[config.mk]
export PLATFORM = sky130hd
export DESIGN_NAME = game_status_ctrl_flat
export DESIGN_NICKNAME = d
export VERILOG_FILES = /design/src/rtl/game_status_ctrl_if.sv /design/src/rtl/game_status_ctrl.sv /design/src/flat_wrapper.sv
export SDC_FILE = /design/constraint.sdc
export NUM_CORES = 1
export LEC_CHECK = 0
export CAP_MARGIN = 20
export CORE_ASPECT_RATIO = 2
export CORE_MARGIN = 2
export CORE_UTILIZATION = 30
export CTS_CLUSTER_SIZE = 8
export DETAILED_ROUTE_END_ITERATION = 12
export GPL_TIMING_DRIVEN = 1
export HOLD_SLACK_MARGIN = 0.05
export MAX_ROUTING_LAYER = met4
export PLACE_DENSITY_LB_ADDON = 0.05
export SYNTH_ARGS = -nofsm -noshare
export SYNTH_HDL_FRONTEND = slang
export SYNTH_SLANG_ARGS = --single-unit
[constraint.sdc]
create_clock -name clk -period 4.45 [get_ports clk]
set_clock_uncertainty 0.05 [all_clocks]
set_input_delay 0.89 -clock clk [delete_from_list [all_inputs] [get_ports clk]]
set_output_delay 0.89 -clock clk [all_outputs]
set_load 0.03 [all_outputs]
[src/rtl/game_status_ctrl_if.sv]
// Control pulses from the debouncers and status outputs to the HUD renderer.
interface game_status_ctrl_if;
    logic [2:0] mode;
    logic       start;
    logic       hit;
    logic       pause;
    logic       restart;
    logic       enable_game_classic;
    logic       enable_game_infinity;
    logic       enable_information;
    logic [4:0] HP_print;
    logic [4:0] time_print;
    logic       game_over;

    modport master (
        output mode, start, hit, pause, restart,
        input  enable_game_classic, enable_game_infinity, enable_information,
        input  HP_print, time_print, game_over
    );

    modport slave (
        input  mode, start, hit, pause, restart,
        output enable_game_classic, enable_game_infinity, enable_information,
        output HP_print, time_print, game_over
    );
endinterface

[src/rtl/game_status_ctrl.sv]
// Game-session sequencer for the HUD bar: MENU/PLAY/PAUSE/OVER with hit counting
// (classic) or elapsed-step counting (infinity); every output comes from a flop.
module game_status_ctrl #(
    parameter int unsigned TICK_DIV     = 100_000_000,
    parameter int unsigned HP_MAX       = 9,
    parameter int unsigned TIME_MAX     = 18,
    parameter int unsigned GUARD_CYCLES = 50_000_000
) (
    input  logic                clk,
    input  logic                rst_n,
    game_status_ctrl_if.slave   bus
);
    localparam int unsigned PW = (TICK_DIV > 1) ? $clog2(TICK_DIV) : 1;
    localparam int unsigned GW = (GUARD_CYCLES > 1) ? $clog2(GUARD_CYCLES) : 1;
    localparam int unsigned CW = 5;

    localparam logic [PW-1:0] PRESC_LAST = PW'(TICK_DIV - 1);
    localparam logic [GW-1:0] GUARD_LOAD = GW'(GUARD_CYCLES - 1);
    localparam logic [CW-1:0] HP_LAST    = CW'(HP_MAX);
    localparam logic [CW-1:0] TIME_LAST  = CW'(TIME_MAX);
    localparam logic [2:0]    MODE_C     = 3'd1;
    localparam logic [2:0]    MODE_I     = 3'd2;
    localparam logic          SESS_C     = 1'b0;
    localparam logic          SESS_I     = 1'b1;

    typedef enum logic [2:0] {
        MENU   = 3'd0,
        PLAY_C = 3'd1,
        PLAY_I = 3'd2,
        PAUSE  = 3'd3,
        OVER   = 3'd4
    } state_t;

    state_t         state, state_nxt;
    logic           sess_mode, sess_nxt;
    logic [CW-1:0]  hp_q, hp_nxt, hp_inc;
    logic [CW-1:0]  tm_q, tm_nxt, tm_inc;
    logic [PW-1:0]  presc_q, presc_nxt;
    logic [GW-1:0]  guard_q, guard_nxt;

    logic en_c_q, en_i_q, info_q, over_q;
    logic en_c_nxt, en_i_nxt, info_nxt, over_nxt;

    assign hp_inc = hp_q + CW'(1);
    assign tm_inc = tm_q + CW'(1);

    // State, session counters and output flops
    always_ff @(posedge clk or negedge rst_n) begin
        if (!rst_n) begin
            state     <= MENU;
            sess_mode <= SESS_C;
            hp_q      <= '0;
            tm_q      <= '0;
            presc_q   <= '0;
            guard_q   <= '0;
            en_c_q    <= 1'b0;
            en_i_q    <= 1'b0;
            info_q    <= 1'b0;
            over_q    <= 1'b0;
        end else begin
            state     <= state_nxt;
            sess_mode <= sess_nxt;
            hp_q      <= hp_nxt;
            tm_q      <= tm_nxt;
            presc_q   <= presc_nxt;
            guard_q   <= guard_nxt;
            en_c_q    <= en_c_nxt;
            en_i_q    <= en_i_nxt;
            info_q    <= info_nxt;
            over_q    <= over_nxt;
        end
    end

    // Next state and counter updates; restart outranks everything else
    always_comb begin
        state_nxt = state;
        sess_nxt  = sess_mode;
        hp_nxt    = hp_q;
        tm_nxt    = tm_q;
        presc_nxt = presc_q;
        guard_nxt = guard_q;

        if (bus.restart) begin
            state_nxt = MENU;
            hp_nxt    = '0;
            tm_nxt    = '0;
            presc_nxt = '0;
            guard_nxt = '0;
        end else begin
            case (state)
                MENU: begin
                    if (bus.start && (bus.mode == MODE_C || bus.mode == MODE_I)) begin
                        state_nxt = (bus.mode == MODE_C) ? PLAY_C : PLAY_I;
                        sess_nxt  = (bus.mode == MODE_C) ? SESS_C : SESS_I;
                        hp_nxt    = '0;
                        tm_nxt    = '0;
                        presc_nxt = '0;
                        guard_nxt = '0;
                    end
                end
                PLAY_C: begin
                    // Pause freezes the guard too, so a hit on the same cycle is simply lost
                    if (bus.pause) begin
                        state_nxt = PAUSE;
                    end else if (guard_q != '0) begin
                        guard_nxt = guard_q - GW'(1);
                    end else if (bus.hit && hp_q < HP_LAST) begin
                        hp_nxt    = hp_inc;
                        guard_nxt = GUARD_LOAD;
                        if (hp_inc == HP_LAST) begin
                            state_nxt = OVER;
                        end
                    end
                end
                PLAY_I: begin
                    if (bus.pause) begin
                        state_nxt = PAUSE;
                    end else if (presc_q == PRESC_LAST) begin
                        presc_nxt = '0;
                        if (tm_q < TIME_LAST) begin
                            tm_nxt = tm_inc;
                            if (tm_inc == TIME_LAST) begin
                                state_nxt = OVER;
                            end
                        end
                    end else begin
                        presc_nxt = presc_q + PW'(1);
                    end
                end
                PAUSE: begin
                    if (bus.pause) begin
                        state_nxt = (sess_mode == SESS_I) ? PLAY_I : PLAY_C;
                    end
                end
                OVER: begin
                    state_nxt = OVER;
                end
                default: begin
                    state_nxt = MENU;
                end
            endcase
        end
    end

    // Output decode from the upcoming state so the flops track it with one-cycle latency
    always_comb begin
        en_c_nxt = 1'b0;
        en_i_nxt = 1'b0;
        info_nxt = 1'b0;
        over_nxt = (state_nxt == OVER);
        if (state_nxt != MENU) begin
            info_nxt = 1'b1;
            en_c_nxt = (sess_nxt == SESS_C);
            en_i_nxt = (sess_nxt == SESS_I);
        end
    end

    assign bus.enable_game_classic  = en_c_q;
    assign bus.enable_game_infinity = en_i_q;
    assign bus.enable_information   = info_q;
    assign bus.HP_print             = hp_q;
    assign bus.time_print           = tm_q;
    assign bus.game_over            = over_q;
endmodule

[src/flat_wrapper.sv]
// flat-port wrapper written by rule: the top's interface ports become plain ports
module game_status_ctrl_flat 
#(
    parameter int unsigned TICK_DIV     = 100_000_000,
    parameter int unsigned HP_MAX       = 9,
    parameter int unsigned TIME_MAX     = 18,
    parameter int unsigned GUARD_CYCLES = 50_000_000
)
  (clk, rst_n, bus_mode, bus_start, bus_hit, bus_pause, bus_restart, bus_enable_game_classic, bus_enable_game_infinity, bus_enable_information, bus_HP_print, bus_time_print, bus_game_over);
  game_status_ctrl_if bus_i ();
  input  logic clk;
  input  logic rst_n;
  input wire logic [$bits(bus_i.mode)-1:0] bus_mode;
  input wire logic [$bits(bus_i.start)-1:0] bus_start;
  input wire logic [$bits(bus_i.hit)-1:0] bus_hit;
  input wire logic [$bits(bus_i.pause)-1:0] bus_pause;
  input wire logic [$bits(bus_i.restart)-1:0] bus_restart;
  output wire logic [$bits(bus_i.enable_game_classic)-1:0] bus_enable_game_classic;
  output wire logic [$bits(bus_i.enable_game_infinity)-1:0] bus_enable_game_infinity;
  output wire logic [$bits(bus_i.enable_information)-1:0] bus_enable_information;
  output wire logic [$bits(bus_i.HP_print)-1:0] bus_HP_print;
  output wire logic [$bits(bus_i.time_print)-1:0] bus_time_print;
  output wire logic [$bits(bus_i.game_over)-1:0] bus_game_over;
  assign bus_i.mode = bus_mode;
  assign bus_i.start = bus_start;
  assign bus_i.hit = bus_hit;
  assign bus_i.pause = bus_pause;
  assign bus_i.restart = bus_restart;
  assign bus_enable_game_classic = bus_i.enable_game_classic;
  assign bus_enable_game_infinity = bus_i.enable_game_infinity;
  assign bus_enable_information = bus_i.enable_information;
  assign bus_HP_print = bus_i.HP_print;
  assign bus_time_print = bus_i.time_print;
  assign bus_game_over = bus_i.game_over;
  game_status_ctrl #(.TICK_DIV(TICK_DIV), .HP_MAX(HP_MAX), .TIME_MAX(TIME_MAX), .GUARD_CYCLES(GUARD_CYCLES)) u_core (.clk(clk), .rst_n(rst_n), .bus(bus_i));
endmodule
==> results.py, run 1 <==
metrics = {
    "status": {
        "outcome": "finished, final reports clean",
    },
    "cells_and_area": {
        "finalCoreUtilization_pct": 35.9,
        "final_common_cell": "dfrtp_1",
        "fin_nets": 511,
        "areaGrowthSynthToFinish_pct": 18.1,
        "drive_gt1_share_pct": 8.00,
        "antenna_cells": 0,
        "final_cell_mix": "dfrtp_1, nor2_1, o21ai_0, a21oi_1, nand2_1",
    },
    "clock_tree": {
        "postCtsSetupBuffers": 0,
        "clk_latency_ns": 0.33,
        "cts_buffer_depth": 2,
        "cts_tree": "done",
        "path_clk_slew_ns": 0.06,
        "cts.sinks": 71,
        "h-tree-depth": 3,
        "cts-root-buf": "clkbuf_16",
        "cts_resized": 0,
        "cts_hold_buf": 0,
        "numCtsBuffers": 9,
    },
    "yosys": {
        "netlist.area_leader.share_pct": 42.4,
        "synth_cell_type_count": 57,
        "synth.avg_cell_area_um2": 8.87,
        "ys_seq_elements": 71,
        "yosysTopAreaCell": "dfrtp_1",
        "syn-num-nets": 489,
        "yosysWarnings": 0,
        "synthCells": 473,
        "synthTopCellsByArea": "dfrtp_1, nor2_1, o21ai_0",
        "synth_ff_type": "dfrtp_1",
        "synth_edf_count": 0,
        "synthArstFlopShare_pct": 100,
        "synthesis.area_um2": 4200,
        "yosysSeqAreaShare_pct": 42.4,
    },
    "worst_setup_path": {
        "required_ns": 4.65,
        "path_max_fanout": 14,
        "critPathKind": "in -> reg",
        "cp.arrival_ns": 3.17,
        "startpoint_type": "primary input",
        "end_kind": "flip-flop",
    },
    "placed_design": {
        "io_buffers": 22,
        "gp_congestion": 0.821,
        "hpwl_um": 9110,
        "place_ws_ns": 1.10,
    },
    "detailed_routing": {
        "drcViolationCount": 0,
        "drt-pass1-iter-count": 6,
        "first_iter_violations": 154,
        "routed_via_density": 5.25,
        "wl_met3_um": 224,
        "wl_met2_um": 7110,
        "routedLengthMet1_um": 4400,
        "wl_um": 12200,
        "wl_per_cell_um": 17.7,
        "top_layer": "met4",
        "final_antenna_net_count": 0,
        "vias": 3620,
    },
    "global_route": {
        "grt_pass1_wl_um": 19800,
        "grt_util_all_layers_pct": 17.8,
        "grt_pass1_vias": 3741,
        "grt-ovfl-total": 0,
        "antenna_found_initial": 0,
        "grt_start_max_net_pins": 72,
    },
    "power": {
        "vdd_ir_drop_max_mv": 0.193,
        "power_density_nw_per_um2": 484,
        "p_leak_nw": 2.02,
        "finalPower_mw": 2.40,
    },
    "die": {
        "dieArea_um2": 15000,
        "core_area_um2": 13800,
        "io_pins": 23,
        "die_h_um": 171,
        "start_util_pct": 30.4,
        "die_x_um": 87.6,
        "row_count": 61,
    },
    "sta": {
        "slew_violations": 0,
        "finalSetupTns_ns": 0,
        "fmax_mhz": 337,
        "setup_slack_ns": 1.48,
        "tightest_slew_ns": 0.952,
        "finalWorstPathRequiredPeriod_ns": 2.97,
        "hold_slack_ns": 0.479,
        "fin_crit_sh_pct": 66.8,
        "hold_viol_final": 0,
        "setup_viol": 0,
        "slew_headroom_pct": 36.5,
        "rsz0062_at_grt": "no",
    },
    "worst_hold_path": {
        "hp-class": "reg -> reg",
    },
    "job": {
        "maxCapViolCount": 0,
    },
}
## critical path, cell delays in order
cell and delay, ns:
clkdlybuf4s50_1 0.62, nand2b_1 0.25, o31ai_1 0.08, a21oi_1 0.10, buf_4 0.21, nor2_1 0.64, o21ai_0 0.19, a2bb2oi_1 0.19
## state kept, by name (all words and copies together) (netlist names)
register,flops
u_core.presc_q,27
u_core.guard_q,26
u_core.bus.HP_print,5
u_core.bus.time_print,5
u_core.state,3
u_core.bus.enable_game_classic,1
u_core.bus.enable_game_infinity,1
u_core.bus.enable_information,1
u_core.bus.game_over,1
u_core.sess_mode,1
## cells by family after synthesis
group / count (synthesis) / share of synthesized area [%]
DFF: 71 / 42.4
AOI/OAI and AO/OA: 106 / 15.7
buffers and inverters: 37 / 4.15
muxes: 1 / 0.239
and+or+nand+nor: 227 / 30.5
xor gates and xnor gates: 24 / 5.01
adders and majority gates: 7 / 2.09
## final timing paths
kind | startpoint | endpoint | slack (ns) | cells after the start
max | bus_pause | u_core.guard_q[19] | 1.48 | 8
min reg2reg | u_core.guard_q[25] | u_core.guard_q[25] | 0.48 | 1
min in group asynchronous | rst_n | u_core.guard_q[2] | 0.64 | 1
max reg2reg | u_core.presc_q[0] | u_core.bus.enable_game_classic | 1.55 | 7
max in group asynchronous | rst_n | u_core.bus.enable_game_classic | 3.08 | 1
min | u_core.guard_q[25] | u_core.guard_q[25] | 0.48 | 1
## layer usage
metal | vias up | global-route usage (%)
met5 | - | -
met4 | 0 | 8.49
li1 | 1776 | -
met2 | 63 | 33.3
met1 | 1755 | 17.7
met3 | 26 | 2.26
## cell type report
class,count,area (µm²)
Multi-Input combinational cell,365,2250
Fill cell,1376,8860
Clock inverter,7,121
Clock buffer,9,225
Inverter,18,67.6
Tap cell,189,236
Timing Repair Buffer,30,278
Sequential cell,71,1780
## report_power, final
part	switching [mW]	total [mW]	internal [mW]
logic	0.463	0.750	0.287
registers	0.0899	0.811	0.721
clock network	0.289	0.837	0.548
## synthesized netlist by cell type, drive strengths merged (4+ instances only)
master / number
buf: 9
nor4b: 7
o21ai: 35
nand3: 17
nor3: 22
a21oi: 29
a31oi: 4
and2: 5
nand2: 27
inv: 18
or4: 5
o21a: 5
xnor2: 17
or3: 11
nor4: 17
and3: 8
nand2b: 12
o22a: 9
dfrtp: 71
ha: 7
nor2: 56
clkbuf: 9
nand3b: 4
o31ai: 8
or2: 5
xor2: 7
nand4: 15
## through the flow
step	cell area, µm²	instances
floorplan	4200	473
global placement	4610	673
detailed placement	4610	673
CTS	4960	689
global route	4960	689
finish	4960	689
No activity file was read; power rests on OpenSTA's default activity.
==> run 2, diff against run 1 <==
==> constraint.sdc (replaced) <==
create_clock -name clk -period 2.5 [get_ports clk]
set_clock_uncertainty 0.05 [all_clocks]
set_input_delay 0.5 -clock clk [delete_from_list [all_inputs] [get_ports clk]]
set_output_delay 0.5 -clock clk [all_outputs]
set_load 0.03 [all_outputs]
==> results.py, run 2 (synthesis gave the netlist of run 1 again) <==
metrics = {
    "die": {
        "die_x_um": 87.6,
        "die_h_um": 171,
        "dieArea_um2": 15000,
        "row_count": 61,
        "start_util_pct": 30.4,
        "core_area_um2": 13800,
        "io_pins": 23,
    },
    "worst_setup_path": {
        "timing.rr.start": "u_core.presc_q[0]",
        "cpPeakStageDelay_ns": 0.66,
        "startpoint_type": "primary input",
        "startpoint": "bus_start",
        "cp_top_family": "simple AND/OR/NAND/NOR gates",
        "required_ns": 2.72,
        "path_cells": "clkdlybuf4s50_1 -> or4b_2 -> nor4b_2 -> o31ai_1 -> a31oi_1 -> nor4b_4 -> a21oi_1",
        "end_kind": "flip-flop",
        "path_max_fanout": 3,
        "critPathKind": "in -> reg",
        "crit_buf_inv": 1,
        "slowest_stage": "or4b_2",
        "cp.arrival_ns": 2.63,
    },
    "cells_and_area": {
        "fin_nets": 581,
        "drive_gt1_share_pct": 19.8,
        "final.fill_count": 1398,
        "largest_reg_flops": 27,
        "top_regs": "u_core.presc_q (27), u_core.guard_q (26)",
        "multiInputGateArea_um2": 2280,
        "final_common_cell": "buf_4",
        "finalCoreUtilization_pct": 39.9,
        "register_area_um2": 1780,
        "areaGrowthSynthToFinish_pct": 31.2,
        "final_cell_mix": "buf_4, dfrtp_1, nor2_1, o21ai_0, a21oi_1",
        "regMostFlops": "u_core.presc_q",
        "final_area_um2": 5510,
        "antenna_cells": 0,
    },
    "clock_tree": {
        "cts-root-buf": "clkbuf_16",
        "h-tree-depth": 3,
        "numCtsBuffers": 9,
        "path_clk_slew_ns": 0.06,
        "cts_buffer_depth": 2,
        "cts.sinks": 71,
        "cts_tree": "done",
        "clk_latency_ns": 0.34,
    },
    "placed_design": {
        "placed_area_um2": 5150,
        "hpwl_um": 10000,
        "io_buffers": 22,
        "place_ws_ns": -0.376,
        "gp_congestion": 0.820,
    },
    "sta": {
        "finalWorstPathRequiredPeriod_ns": 2.41,
        "slew_violations": 0,
        "slew_headroom_pct": 69.3,
        "hold_viol_final": 0,
        "fmax_mhz": 414,
        "setup_slack_ns": 0.0856,
        "tightest_slew_ns": 0.456,
        "fin_crit_sh_pct": 96.6,
        "rsz0062_at_grt": "no",
        "setup_viol": 0,
    },
    "detailed_routing": {
        "drt-pass1-iter-count": 4,
        "vias": 3899,
        "wl_um": 13100,
        "routed_via_density": 5.14,
        "drcViolationCount": 0,
        "wl_per_cell_um": 17.2,
        "final_antenna_net_count": 0,
        "first_iter_violations": 158,
    },
    "power": {
        "switchingPower_mw": 1.59,
        "p_leak_nw": 2.39,
        "p_comb_share_pct": 37.4,
        "power_density_nw_per_um2": 814,
        "switching_share_pct": 35.5,
        "cellInternalPower_mw": 2.89,
        "clkPwrFrac_pct": 30.8,
        "p_seq_share_pct": 31.8,
        "vdd_ir_drop_max_mv": 0.426,
        "finalPower_mw": 4.48,
    },
    "global_route": {
        "grtUsageMet3_pct": 2.93,
        "grt_use_met1_pct": 17.9,
        "antenna_found_initial": 0,
        "grt_start_max_net_pins": 29,
        "grt_pass1_vias": 4010,
        "top_usage_layer": "met2",
        "grt_pass1_wl_um": 20700,
        "grt_util_all_layers_pct": 18.9,
        "grt-ovfl-total": 0,
        "grt_use_met2_pct": 35.8,
    },
    "worst_hold_path": {
        "hp-class": "reg -> reg",
        "hold_start": "u_core.guard_q[15]",
    },
    "status": {
        "outcome": "finished, final reports clean",
    },
    "job": {
        "maxCapViolCount": 0,
    },
}
-- run 2: layer usage --
metal  vias to the layer above  share of wire [%]
met5                         -                  0
met4                         0                3.6
met3                        32                1.7
met2                        51                 58
met1                      1894                 36
li1                       1922                  -
-- run 2: final timing paths --
| path | to | slack [ns] | cells past startpoint |
|---|---|---|---|
| max reg2reg | u_core.bus.enable_game_classic | 0.14 | 7 |
| min in group asynchronous | u_core.guard_q[4] | 0.59 | 2 |
| min reg2reg | u_core.guard_q[15] | 0.48 | 1 |
| max in group asynchronous | u_core.presc_q[19] | 1.18 | 3 |
| min | u_core.guard_q[15] | 0.48 | 1 |
| max | u_core.bus.enable_game_infinity | 0.09 | 7 |
-- run 2: timing repair --
item                                    4_1_cts  5_1_grt
hold endpoints to repair                      6        0
setup buffers                                 0        0
endpoints found under the setup margin        3        8
pin swaps                                     0        1
hold buffers                                  1        0
gates resized for setup                       2        4
-- run 2: final cells by class --
cell class / instances / area share (%)
sequential: 71 / 32.3
clock inverter: 6 / 1.55
tap: 189 / 4.30
multi-input combinational: 365 / 41.4
timing repair buffer: 100 / 15.1
clock buffer: 10 / 4.16
inverter: 18 / 1.23
-- run 2: power by group through the flow --
stage,sequential [mW],clock (mW),combinational (mW)
finish,1.43,1.38,1.67
global route,1.45,1.47,1.83
CTS,1.42,1.43,1.67
detailed placement,1.44,0,1.65
global placement,1.44,0,1.65
floorplan,1.45,0,1.10
-- run 2: through the flow --
step           hold WS [ns]  instances  TNS (ns)
5_1_grt               0.494        759         0
3_3_place_gp          0.410        742     -2.76
4_1_cts               0.473        759         0
2_1_floorplan         0.154        473         0
6_report              0.483        759         0
3_5_place_dp          0.416        742     -3.08
-- run 2: worst register-to-register path, cell delays in order, from the launching register on --
cell     delay (ns)
dfrtp_1        0.36
ha_1           0.20
and3_1         0.21
nand4_1        0.15
or4_4          0.56
o31a_1         0.31
nor4b_4        0.31
nor2_1         0.09
==> run 3, diff against run 2 <==
--- a/config.mk
+++ b/config.mk
@@ -11,6 +11,7 @@
 export CORE_UTILIZATION = 30
 export CTS_CLUSTER_SIZE = 8
 export DETAILED_ROUTE_END_ITERATION = 12
+export DONT_BUFFER_PORTS = 1
 export GPL_TIMING_DRIVEN = 1
 export HOLD_SLACK_MARGIN = 0.05
 export MAX_ROUTING_LAYER = met4
==> constraint.sdc (replaced) <==
create_clock -name clk -period 2.7 [get_ports clk]
set_clock_uncertainty 0.05 [all_clocks]
set_input_delay 0.54 -clock clk [delete_from_list [all_inputs] [get_ports clk]]
set_output_delay 0.54 -clock clk [all_outputs]
set_load 0.03 [all_outputs]
==> results.py, run 3 (synthesis gave the netlist of run 1 again) <==
metrics = {
    "die": {
        "die_h_um": 171,
        "die_x_um": 87.6,
        "dieArea_um2": 15000,
        "start_util_pct": 30.4,
        "core_area_um2": 13800,
        "io_pins": 23,
        "row_count": 61,
    },
    "sta": {
        "fin_crit_sh_pct": 92.2,
        "hold_viol_final": 0,
        "rsz0062_at_grt": "no",
        "finalSetupTns_ns": 0,
        "tightest_slew_ns": 0.791,
        "slew_violations": 0,
        "finalWorstPathRequiredPeriod_ns": 2.49,
        "fmax_mhz": 402,
        "setup_slack_ns": 0.209,
        "setup_viol": 0,
        "slew_headroom_pct": 47.0,
    },
    "worst_setup_path": {
        "startpoint_type": "flip-flop",
        "required_ns": 2.86,
        "critPathKind": "reg -> reg",
        "cp.arrival_ns": 2.65,
        "path_max_fanout": 4,
        "ff2ff_path_depth": 5,
        "end_kind": "flip-flop",
    },
    "clock_tree": {
        "cts_tree": "done",
        "cts-root-buf": "clkbuf_16",
        "h-tree-depth": 3,
        "cts_buffer_depth": 2,
        "cts.sinks": 71,
        "clk_latency_ns": 0.33,
        "postCtsSetupBuffers": 0,
        "numCtsBuffers": 9,
        "path_clk_slew_ns": 0.06,
    },
    "placed_design": {
        "io_buffers": 0,
        "place_ws_ns": 0.0838,
        "hpwl_um": 9420,
        "gp_congestion": 0.817,
    },
    "cells_and_area": {
        "finalCoreUtilization_pct": 35.6,
        "top_regs": "u_core.presc_q (27), u_core.guard_q (26)",
        "fin_nets": 515,
        "antenna_cells": 0,
        "final_cell_mix": "dfrtp_1, nor2_1, o21ai_0, buf_4, a21oi_1",
        "areaGrowthSynthToFinish_pct": 17.2,
        "regMostFlops": "u_core.presc_q",
        "drive_gt1_share_pct": 13.1,
        "largest_reg_flops": 27,
        "final_common_cell": "dfrtp_1",
        "final.fill_count": 1402,
    },
    "global_route": {
        "grt_pass1_vias": 3688,
        "grt_util_all_layers_pct": 18.1,
        "antenna_found_initial": 0,
        "grt_start_max_net_pins": 72,
        "grt_pass1_wl_um": 19900,
        "grt-ovfl-total": 0,
    },
    "power": {
        "cellInternalPower_mw": 2.49,
        "switchingPower_mw": 1.43,
        "power_density_nw_per_um2": 796,
        "p_comb_share_pct": 34.9,
        "p_leak_nw": 2.07,
        "p_seq_share_pct": 34.6,
        "clkPwrFrac_pct": 30.5,
        "vdd_ir_drop_max_mv": 0.323,
        "switching_share_pct": 36.5,
    },
    "job": {
        "maxCapViolCount": 0,
    },
    "detailed_routing": {
        "vias": 3628,
        "wl_um": 12600,
        "wl_per_cell_um": 18.2,
        "routed_via_density": 5.24,
        "drcViolationCount": 0,
        "final_antenna_net_count": 0,
        "first_iter_violations": 115,
        "drt-pass1-iter-count": 7,
    },
    "worst_hold_path": {
        "hp-class": "in -> async",
    },
    "status": {
        "outcome": "finished, final reports clean",
    },
}
run 3: routing by layer:
metal,part of all wire (%),vias up,global-route usage [%]
li1,-,1786,-
met1,37,1783,17.7
met2,59,39,34.5
met3,1.7,20,2.26
met4,2.8,0,7.63
met5,0,-,-
run 3: layout make-up:
class	instances	area, µm²	share of cell area [%]
Timing Repair Buffer	34	275	5.60
Multi-Input combinational cell	365	2260	46.0
Clock inverter	6	68.8	1.40
Inverter	18	67.6	1.37
Tap cell	189	236	4.81
Clock buffer	10	229	4.66
Sequential cell	71	1780	36.1
run 3: metrics by stage:
step	power (mW)	hold WS [ns]	instance area [µm²]	cells
floorplan	2.36	0.194	4200	473
global placement	2.70	0.197	4580	676
detailed placement	2.71	0.198	4580	676
CTS	3.97	0.0549	4900	693
global route	4.18	0.0501	4920	693
finish	3.91	0.00525	4920	693
run 3: final timing paths:
| path | from | slack [ns] | endpoint |
|---|---|---|---|
| setup / recovery | u_core.presc_q[20] | 0.21 | u_core.bus.enable_game_classic |
| hold / removal | rst_n | 0.005 | u_core.guard_q[5] |
| setup reg to reg | u_core.presc_q[20] | 0.21 | u_core.bus.enable_game_classic |
| hold reg to reg | u_core.guard_q[25] | 0.48 | u_core.guard_q[25] |
| max in group asynchronous | rst_n | 2.22 | u_core.presc_q[19] |
| min in group clk | bus_mode[0] | 0.37 | u_core.bus.enable_game_infinity |
run 3: worst max-delay path: stages, from the launching register on:
cell     delay, ns
dfrtp_1       0.43
or4bb_1       0.56
or4_1         0.56
o31a_1        0.29
nor4b_2       0.38
nor2_1        0.08
run 3: timing repair:
item,in CTS,in global routing
setup endpoints to repair,0,15
hold buffers,1,0
gates resized for setup,0,2
hold endpoints to repair,71,0
run 3: power groups by stage:
stage	combinational [mW]	sequential, mW	clock (mW)
after floorplan	1.02	1.35	0
after global placement	1.34	1.36	0
after detailed placement	1.34	1.37	0
after CTS	1.38	1.35	1.25
after global routing	1.52	1.37	1.30
final	1.37	1.35	1.20
